## config.mk

```make
export PLATFORM = sky130hd
export DESIGN_NAME = mips_writeback_stage_flat
export DESIGN_NICKNAME = d
export VERILOG_FILES = /design/src/rtl/mips_pkg.sv /design/src/rtl/mips_writeback_stage_if.sv /design/src/rtl/mips_load_extract.sv /design/src/rtl/mips_writeback_stage.sv /design/src/flat_wrapper.sv
export SDC_FILE = /design/constraint.sdc
export NUM_CORES = 1
export LEC_CHECK = 0
export CORE_UTILIZATION = 44
export CTS_CLUSTER_DIAMETER = 120
export CTS_CLUSTER_SIZE = 12
export DETAILED_ROUTE_END_ITERATION = 10
export HOLD_SLACK_MARGIN = 0.15
export PLACE_DENSITY = 0.88
export SLEW_MARGIN = 20
export SYNTH_ARGS = -nofsm -noshare
export SYNTH_HDL_FRONTEND = slang
export SYNTH_SLANG_ARGS = --single-unit
```

## constraint.sdc

```tcl
create_clock -name clk -period 7 [get_ports clk]
set_input_delay 1.4 -clock clk [delete_from_list [all_inputs] [get_ports clk]]
set_output_delay 1.4 -clock clk [all_outputs]
set_load 0.01 [all_outputs]
```

## src/rtl/mips_pkg.sv

```systemverilog
// Shared definitions for the MIPS core: widths, writeback-select and
// load-type encodings, and the MEM/WB stage register layout.
package mips_pkg;

    localparam int DATA_W = 32;
    localparam int REG_AW = 5;

    // Writeback source select; 2'b11 is reserved and behaves as ALU.
    typedef enum logic [1:0] {
        WB_SEL_ALU  = 2'b00,
        WB_SEL_LOAD = 2'b01,
        WB_SEL_LINK = 2'b10
    } wb_sel_e;

    // Load types; unlisted encodings behave as a full-word load.
    typedef enum logic [2:0] {
        LD_W  = 3'b000,
        LD_H  = 3'b001,
        LD_HU = 3'b010,
        LD_B  = 3'b011,
        LD_BU = 3'b100
    } load_type_e;

    // MEM/WB stage register. reg_write already has the $0 and valid
    // qualification folded in, so it drives the write enable directly.
    typedef struct packed {
        logic              valid;
        logic              reg_write;
        logic [REG_AW-1:0] rd_addr;
        logic [DATA_W-1:0] wdata;
    } wb_stage_t;

    localparam wb_stage_t WB_STAGE_RESET = '{
        valid:     1'b0,
        reg_write: 1'b0,
        rd_addr:   5'd0,
        wdata:     32'd0
    };

endpackage

```

## src/rtl/mips_writeback_stage_if.sv

```systemverilog
// MEM-to-WB bus: memory-stage result and pipeline control in, register
// file write port, forwarding source and retire counter out.
interface mips_writeback_stage_if;
    import mips_pkg::*;

    logic              stall;
    logic              flush;
    logic              in_valid;
    logic              in_reg_write;
    logic [REG_AW-1:0] in_rd_addr;
    logic [1:0]        in_wb_sel;
    logic [DATA_W-1:0] in_alu_result;
    logic [DATA_W-1:0] in_mem_rdata;
    logic [DATA_W-1:0] in_link_addr;
    logic [2:0]        in_load_type;
    logic              RegWrite;
    logic [REG_AW-1:0] Rd_addr;
    logic [DATA_W-1:0] Rd_data;
    logic              fwd_valid;
    logic [DATA_W-1:0] instr_retired;

    // Pipeline / testbench side.
    modport master (
        output stall, flush, in_valid, in_reg_write, in_rd_addr, in_wb_sel,
               in_alu_result, in_mem_rdata, in_link_addr, in_load_type,
        input  RegWrite, Rd_addr, Rd_data, fwd_valid, instr_retired
    );

    // Writeback stage side.
    modport slave (
        input  stall, flush, in_valid, in_reg_write, in_rd_addr, in_wb_sel,
               in_alu_result, in_mem_rdata, in_link_addr, in_load_type,
        output RegWrite, Rd_addr, Rd_data, fwd_valid, instr_retired
    );

endinterface

```

## src/rtl/mips_load_extract.sv

```systemverilog
// Big-endian sub-word load extraction: picks the addressed byte or
// halfword from the raw memory word and sign- or zero-extends it.
module mips_load_extract
    import mips_pkg::*;
(
    input  logic [DATA_W-1:0] rdata,
    input  logic [1:0]        off,
    input  logic [2:0]        load_type,
    output logic [DATA_W-1:0] data
);

    logic [7:0]  byte_s;
    logic [15:0] half_s;

    // Byte lane select: offset 0 is the most significant byte.
    always_comb begin
        byte_s = 8'd0;
        case (off)
            2'd0:    byte_s = rdata[31:24];
            2'd1:    byte_s = rdata[23:16];
            2'd2:    byte_s = rdata[15:8];
            2'd3:    byte_s = rdata[7:0];
            default: byte_s = rdata[7:0];
        endcase
    end

    // Halfword select: off[0] is ignored for halfword loads.
    always_comb begin
        half_s = 16'd0;
        if (off[1] == 1'b0) begin
            half_s = rdata[31:16];
        end else begin
            half_s = rdata[15:0];
        end
    end

    // Extension by load type; unknown types pass the whole word.
    always_comb begin
        data = rdata;
        case (load_type)
            LD_H:    data = {{16{half_s[15]}}, half_s};
            LD_HU:   data = {16'd0, half_s};
            LD_B:    data = {{24{byte_s[7]}}, byte_s};
            LD_BU:   data = {24'd0, byte_s};
            default: data = rdata;
        endcase
    end

endmodule

```

## src/rtl/mips_writeback_stage.sv

```systemverilog
// MEM/WB pipeline register and writeback stage. Selects the writeback
// value ahead of the register, drives the register-file write port and
// forwarding source from flops, and counts retired instructions.
// Optional feature macro: WB_SUBWORD_LOAD_EN (sub-word load extraction).
module mips_writeback_stage
    import mips_pkg::*;
(
    input  logic                 clk,
    input  logic                 rst,
    mips_writeback_stage_if.slave wb
);

    logic [DATA_W-1:0] load_data_s;
    logic [DATA_W-1:0] wdata_s;
    logic              write_qual_s;
    wb_stage_t         stage_r;
    logic [DATA_W-1:0] retired_r;

`ifdef WB_SUBWORD_LOAD_EN
    mips_load_extract u_load_extract (
        .rdata     (wb.in_mem_rdata),
        .off       (wb.in_alu_result[1:0]),
        .load_type (wb.in_load_type),
        .data      (load_data_s)
    );
`else
    logic unused_load_type_s;
    assign unused_load_type_s = ^wb.in_load_type;
    assign load_data_s        = wb.in_mem_rdata;
`endif

    // Writeback source mux; the reserved select code falls back to ALU.
    always_comb begin
        wdata_s = wb.in_alu_result;
        case (wb.in_wb_sel)
            WB_SEL_ALU:  wdata_s = wb.in_alu_result;
            WB_SEL_LOAD: wdata_s = load_data_s;
            WB_SEL_LINK: wdata_s = wb.in_link_addr;
            default:     wdata_s = wb.in_alu_result;
        endcase
    end

    // Writes to $0 are dropped before they reach the stage register.
    assign write_qual_s = wb.in_valid & wb.in_reg_write & (wb.in_rd_addr != 5'd0);

    // Stage register: flush makes a bubble even when stalled, stall holds.
    always_ff @(posedge clk or posedge rst) begin
        if (rst) begin
            stage_r <= WB_STAGE_RESET;
        end else if (wb.flush) begin
            stage_r.valid     <= 1'b0;
            stage_r.reg_write <= 1'b0;
        end else if (wb.stall) begin
            stage_r <= stage_r;
        end else begin
            stage_r.valid     <= wb.in_valid;
            stage_r.reg_write <= write_qual_s;
            stage_r.rd_addr   <= wb.in_rd_addr;
            stage_r.wdata     <= wdata_s;
        end
    end

    // Retire counter: an instruction retires when it leaves an unstalled stage.
    always_ff @(posedge clk or posedge rst) begin
        if (rst) begin
            retired_r <= 32'd0;
        end else if (stage_r.valid && !wb.stall) begin
            retired_r <= retired_r + 32'd1;
        end else begin
            retired_r <= retired_r;
        end
    end

    assign wb.RegWrite      = stage_r.reg_write;
    assign wb.fwd_valid     = stage_r.reg_write;
    assign wb.Rd_addr       = stage_r.rd_addr;
    assign wb.Rd_data       = stage_r.wdata;
    assign wb.instr_retired = retired_r;

endmodule

```

## src/flat_wrapper.sv

```systemverilog
// flat-port wrapper written by rule: the top's interface ports become plain ports
module mips_writeback_stage_flat import mips_pkg::*;
  (clk, rst, wb_stall, wb_flush, wb_in_valid, wb_in_reg_write, wb_in_rd_addr, wb_in_wb_sel, wb_in_alu_result, wb_in_mem_rdata, wb_in_link_addr, wb_in_load_type, wb_RegWrite, wb_Rd_addr, wb_Rd_data, wb_fwd_valid, wb_instr_retired);
  mips_writeback_stage_if wb_i ();
  input  logic clk;
  input  logic rst;
  input wire logic [$bits(wb_i.stall)-1:0] wb_stall;
  input wire logic [$bits(wb_i.flush)-1:0] wb_flush;
  input wire logic [$bits(wb_i.in_valid)-1:0] wb_in_valid;
  input wire logic [$bits(wb_i.in_reg_write)-1:0] wb_in_reg_write;
  input wire logic [$bits(wb_i.in_rd_addr)-1:0] wb_in_rd_addr;
  input wire logic [$bits(wb_i.in_wb_sel)-1:0] wb_in_wb_sel;
  input wire logic [$bits(wb_i.in_alu_result)-1:0] wb_in_alu_result;
  input wire logic [$bits(wb_i.in_mem_rdata)-1:0] wb_in_mem_rdata;
  input wire logic [$bits(wb_i.in_link_addr)-1:0] wb_in_link_addr;
  input wire logic [$bits(wb_i.in_load_type)-1:0] wb_in_load_type;
  output wire logic [$bits(wb_i.RegWrite)-1:0] wb_RegWrite;
  output wire logic [$bits(wb_i.Rd_addr)-1:0] wb_Rd_addr;
  output wire logic [$bits(wb_i.Rd_data)-1:0] wb_Rd_data;
  output wire logic [$bits(wb_i.fwd_valid)-1:0] wb_fwd_valid;
  output wire logic [$bits(wb_i.instr_retired)-1:0] wb_instr_retired;
  assign wb_i.stall = wb_stall;
  assign wb_i.flush = wb_flush;
  assign wb_i.in_valid = wb_in_valid;
  assign wb_i.in_reg_write = wb_in_reg_write;
  assign wb_i.in_rd_addr = wb_in_rd_addr;
  assign wb_i.in_wb_sel = wb_in_wb_sel;
  assign wb_i.in_alu_result = wb_in_alu_result;
  assign wb_i.in_mem_rdata = wb_in_mem_rdata;
  assign wb_i.in_link_addr = wb_in_link_addr;
  assign wb_i.in_load_type = wb_in_load_type;
  assign wb_RegWrite = wb_i.RegWrite;
  assign wb_Rd_addr = wb_i.Rd_addr;
  assign wb_Rd_data = wb_i.Rd_data;
  assign wb_fwd_valid = wb_i.fwd_valid;
  assign wb_instr_retired = wb_i.instr_retired;
  mips_writeback_stage u_core (.clk(clk), .rst(rst), .wb(wb_i));
endmodule
```

==> results.sh <==
export IMPL_clk_transition_reported_paths_ns=0.08
export IMPL_postRouteAntennaNets=0
export IMPL_mean_instance_size_in_the_synthesized_netlist_um2=9.37
export IMPL_slew_headroom_pct=32.9
export IMPL_hold_violations=0
export IMPL_drt_vias_per_instance=5.13
export IMPL_cts_inserted_buffers=9
export IMPL_finalCriticalPeriod_ns=3.15
export IMPL_r2r_setup_slack_ns=5.10
export IMPL_r2r_end="u_core.wb.instr_retired[29]$_DFFE_PP0P_"
export IMPL_cts_num_sinks=71
export IMPL_hpwlAfterDp_mm=6.98
export IMPL_grt_pass1_vias=3203
export IMPL_post_cts_hold_buffer_count=0
export IMPL_max_cap_violations=0
export IMPL_routed_wire_length_per_instance_um=14.5
export IMPL_netlist_area_um2=3750
export IMPL_min_delay_path_class="reg2reg"
export IMPL_synth_sequential_area_ratio_pct=47.4
export IMPL_drt_total_wl_mm=9.26
export IMPL_antenna_found_initial=0
export IMPL_element_type_at_the_critical_path_end="flop"
export IMPL_rsz0062_at_grt="no"
export IMPL_layout_drive_gt1_share_pct=5.97
export IMPL_reg2regPathDepth=4
export IMPL_final_net_count=646
export IMPL_synth_nets=515
export IMPL_hold_path_startpoint="u_core.wb.Rd_data[27]$_DFFE_PP0P_"
export IMPL_yosys_warnings=0
export IMPL_drt_pass_1_iters=4
export IMPL_core_area_um2=8220
export IMPL_synthArstFlopShare_pct=100
export IMPL_die_h_um=94.3
export IMPL_io_pins=183
export IMPL_setup_tns_final_ns=0
export IMPL_worst_setup_path_start_kind="input port"
export IMPL_post_cts_setup_buffer_count=0
export IMPL_place_area_um2=5300
export IMPL_p_per_area_nw_per_um2=199
export IMPL_gp_congestion=0.818
export IMPL_drc=0
export IMPL_grt_util_all_layers_pct=22.1
export IMPL_post_cts_resize_count=0
export IMPL_detailedRoute_firstIterationViolations=81
export IMPL_worst_slack_ns=3.85
export IMPL_stdcell_area_um2=5510
export IMPL_critical_path_class="in2reg"
export IMPL_cts_htree_levels=3
export IMPL_syn_instance_count=400
export IMPL_timing_max_transition_violations_final=0
export IMPL_report_final_setup_viol=0
export IMPL_layout_common_cells="179 x sky130_fd_sc_hd__clkdlybuf4s50_1, 71 x sky130_fd_sc_hd__dfrtp_1, 45 x sky130_fd_sc_hd__nand2_1"
export IMPL_dr_total_vias=3286
export IMPL_worst_slew_pin_transition_ns=1.01
export IMPL_clock_tree_buffer_depth=2
export IMPL_grt_pass1_wl_mm=15.2
export IMPL_clk_root_buffer_cell="sky130_fd_sc_hd__clkbuf_8"
export IMPL_synth_cell_types=32
export IMPL_synth_seq_cells=71
export IMPL_vdd_ir_drop_worst_mv=0.112
export IMPL_leakagePower_nw=2.27
export IMPL_worstReg2RegStart="u_core.wb.instr_retired[4]$_DFFE_PP0P_"
export IMPL_finalCritPeriodShare_pct=45.0
export IMPL_final_common_cell="sky130_fd_sc_hd__clkdlybuf4s50_1"
export IMPL_grt_overflow_total=0
export IMPL_insertedDiodeCount=0
export IMPL_worstHoldPathCells=2
export IMPL_final_instance_count_excl_fill=641
export IMPL_critPathArrivalTime_ns=3.35
export IMPL_port_buffers=179
export IMPL_synth_edff_count=0
export IMPL_detailedPlace_worstSlack_ns=3.42
export IMPL_crit_required_ns=7.20
export IMPL_hold_end="u_core.wb.Rd_data[27]$_DFFE_PP0P_"
export IMPL_rows=33
export IMPL_clock_tree_from_tritoncts="done"
export IMPL_worst_clock_skew_ns=0.00750
export IMPL_run_status="finished clean"
export IMPL_flow_area_growth_from_synthesis_pct=46.9
export IMPL_fmax_mhz=317
export IMPL_grt_start_max_net_pins=72
export IMPL_placedCellCount=625
export IMPL_synthFlopType="sky130_fd_sc_hd__dfrtp_1"
export IMPL_clock_latency_ns=0.34
export IMPL_die_width_um=94.3
export IMPL_path_max_fanout=64
export IMPL_die_area_um2=8890
export IMPL_initial_utilization_pct=45.6
## cells in the mapped netlist, types with 2 or more instances
library cell / count / area (um^2)
sky130_fd_sc_hd__and3_1: 4 / 25.0
sky130_fd_sc_hd__a22oi_1: 32 / 240
sky130_fd_sc_hd__nand3_1: 12 / 60.1
sky130_fd_sc_hd__inv_1: 4 / 15.0
sky130_fd_sc_hd__a21oi_1: 33 / 165
sky130_fd_sc_hd__buf_1: 3 / 11.3
sky130_fd_sc_hd__buf_4: 38 / 285
sky130_fd_sc_hd__clkbuf_1: 16 / 60.1
sky130_fd_sc_hd__nor2_1: 38 / 143
sky130_fd_sc_hd__dfrtp_1: 71 / 1780
sky130_fd_sc_hd__nand2_1: 45 / 169
sky130_fd_sc_hd__xor2_1: 4 / 35.0
sky130_fd_sc_hd__mux2_2: 6 / 67.6
sky130_fd_sc_hd__buf_2: 2 / 10.0
sky130_fd_sc_hd__nor4_1: 2 / 12.5
sky130_fd_sc_hd__ha_1: 3 / 37.5
sky130_fd_sc_hd__nor3_1: 2 / 10.0
sky130_fd_sc_hd__o21ai_0: 33 / 165
sky130_fd_sc_hd__xnor2_1: 27 / 236
sky130_fd_sc_hd__nand4_1: 13 / 81.3
## where the power goes
part           switching, mW  leakage (nW)  total, mW  internal [mW]
clock network          0.156         0.103      0.331          0.175
registers             0.0341         0.937      0.487          0.452
logic                  0.114          1.23      0.277          0.164
total                  0.304          2.27       1.09          0.791
## worst max path at each step
stage / from / endpoint / slack, ns / cells after the start
2_1_floorplan: rst / u_core.stage_r[38]$_DFFE_PP0P_ / 3.80 / 1
3_3_place_gp: wb_in_wb_sel[1] / u_core.wb.Rd_data[1]$_DFFE_PP0P_ / 3.52 / 7
3_5_place_dp: wb_in_wb_sel[1] / u_core.wb.Rd_data[0]$_DFFE_PP0P_ / 3.42 / 7
4_1_cts: wb_in_wb_sel[1] / u_core.wb.Rd_data[0]$_DFFE_PP0P_ / 3.77 / 7
5_1_grt: wb_in_wb_sel[0] / u_core.wb.Rd_data[28]$_DFFE_PP0P_ / 3.67 / 6
6_report: wb_in_wb_sel[0] / u_core.wb.Rd_data[22]$_DFFE_PP0P_ / 3.85 / 6
## cell type report
cell class	count	area [um^2]
Fill cell	656	2710
Inverter	4	15.0
Timing Repair Buffer	180	1800
Clock buffer	11	141
Clock inverter	5	57.6
Sequential cell	71	1780
Tap cell	105	131
Multi-Input combinational cell	265	1590
## metrics by stage
stage	utilization (%)	hold WS [ns]	power (mW)
final	67.0	0.477	1.09
after global routing	67.0	0.502	1.15
after CTS	67.0	0.485	1.10
after detailed placement	64.6	0.469	0.774
after global placement	64.6	0.458	0.763
after floorplan	-	0.451	0.642
## critical path, stage by stage
cell                              delay [ns]
sky130_fd_sc_hd__clkdlybuf4s50_1        0.48
sky130_fd_sc_hd__inv_1                  0.05
sky130_fd_sc_hd__ha_2                   0.99
sky130_fd_sc_hd__nor2_1                 0.11
sky130_fd_sc_hd__a21oi_1                0.20
sky130_fd_sc_hd__o21ai_0                0.10
## kinds of logic after synthesis
| group | Yosys count | synth area share (%) |
|---|---|---|
| AO/OA/AOI/OAI | 98 | 15.2 |
| buffers and inverters | 64 | 10.5 |
| adder cells (fa/ha/maj) | 3 | 1.00 |
| flip-flops | 71 | 47.4 |
| AND/OR/NAND/NOR | 126 | 16.6 |
| XOR/XNOR | 31 | 7.24 |
| multiplexers | 7 | 2.07 |
## metal layers
metal / wire (um) / up-vias / GRT usage, %
li1: - / 1612 / -
met1: 3840 / 1534 / 26.7
met2: 4670 / 127 / 38.0
met3: 618 / 13 / 5.50
met4: 135 / 0 / 7.95
met5: 0 / - / 0
## registers in the layout, indices dropped and copies added, names as in the netlist
| name | cells |
|---|---|
| u_core.wb.instr_retired | 32 |
| u_core.wb.Rd_addr | 5 |
| u_core.wb.Rd_data | 32 |
| u_core.wb.RegWrite | 1 |
| u_core.stage_r | 1 |
(Power assumes the default switching activity.)
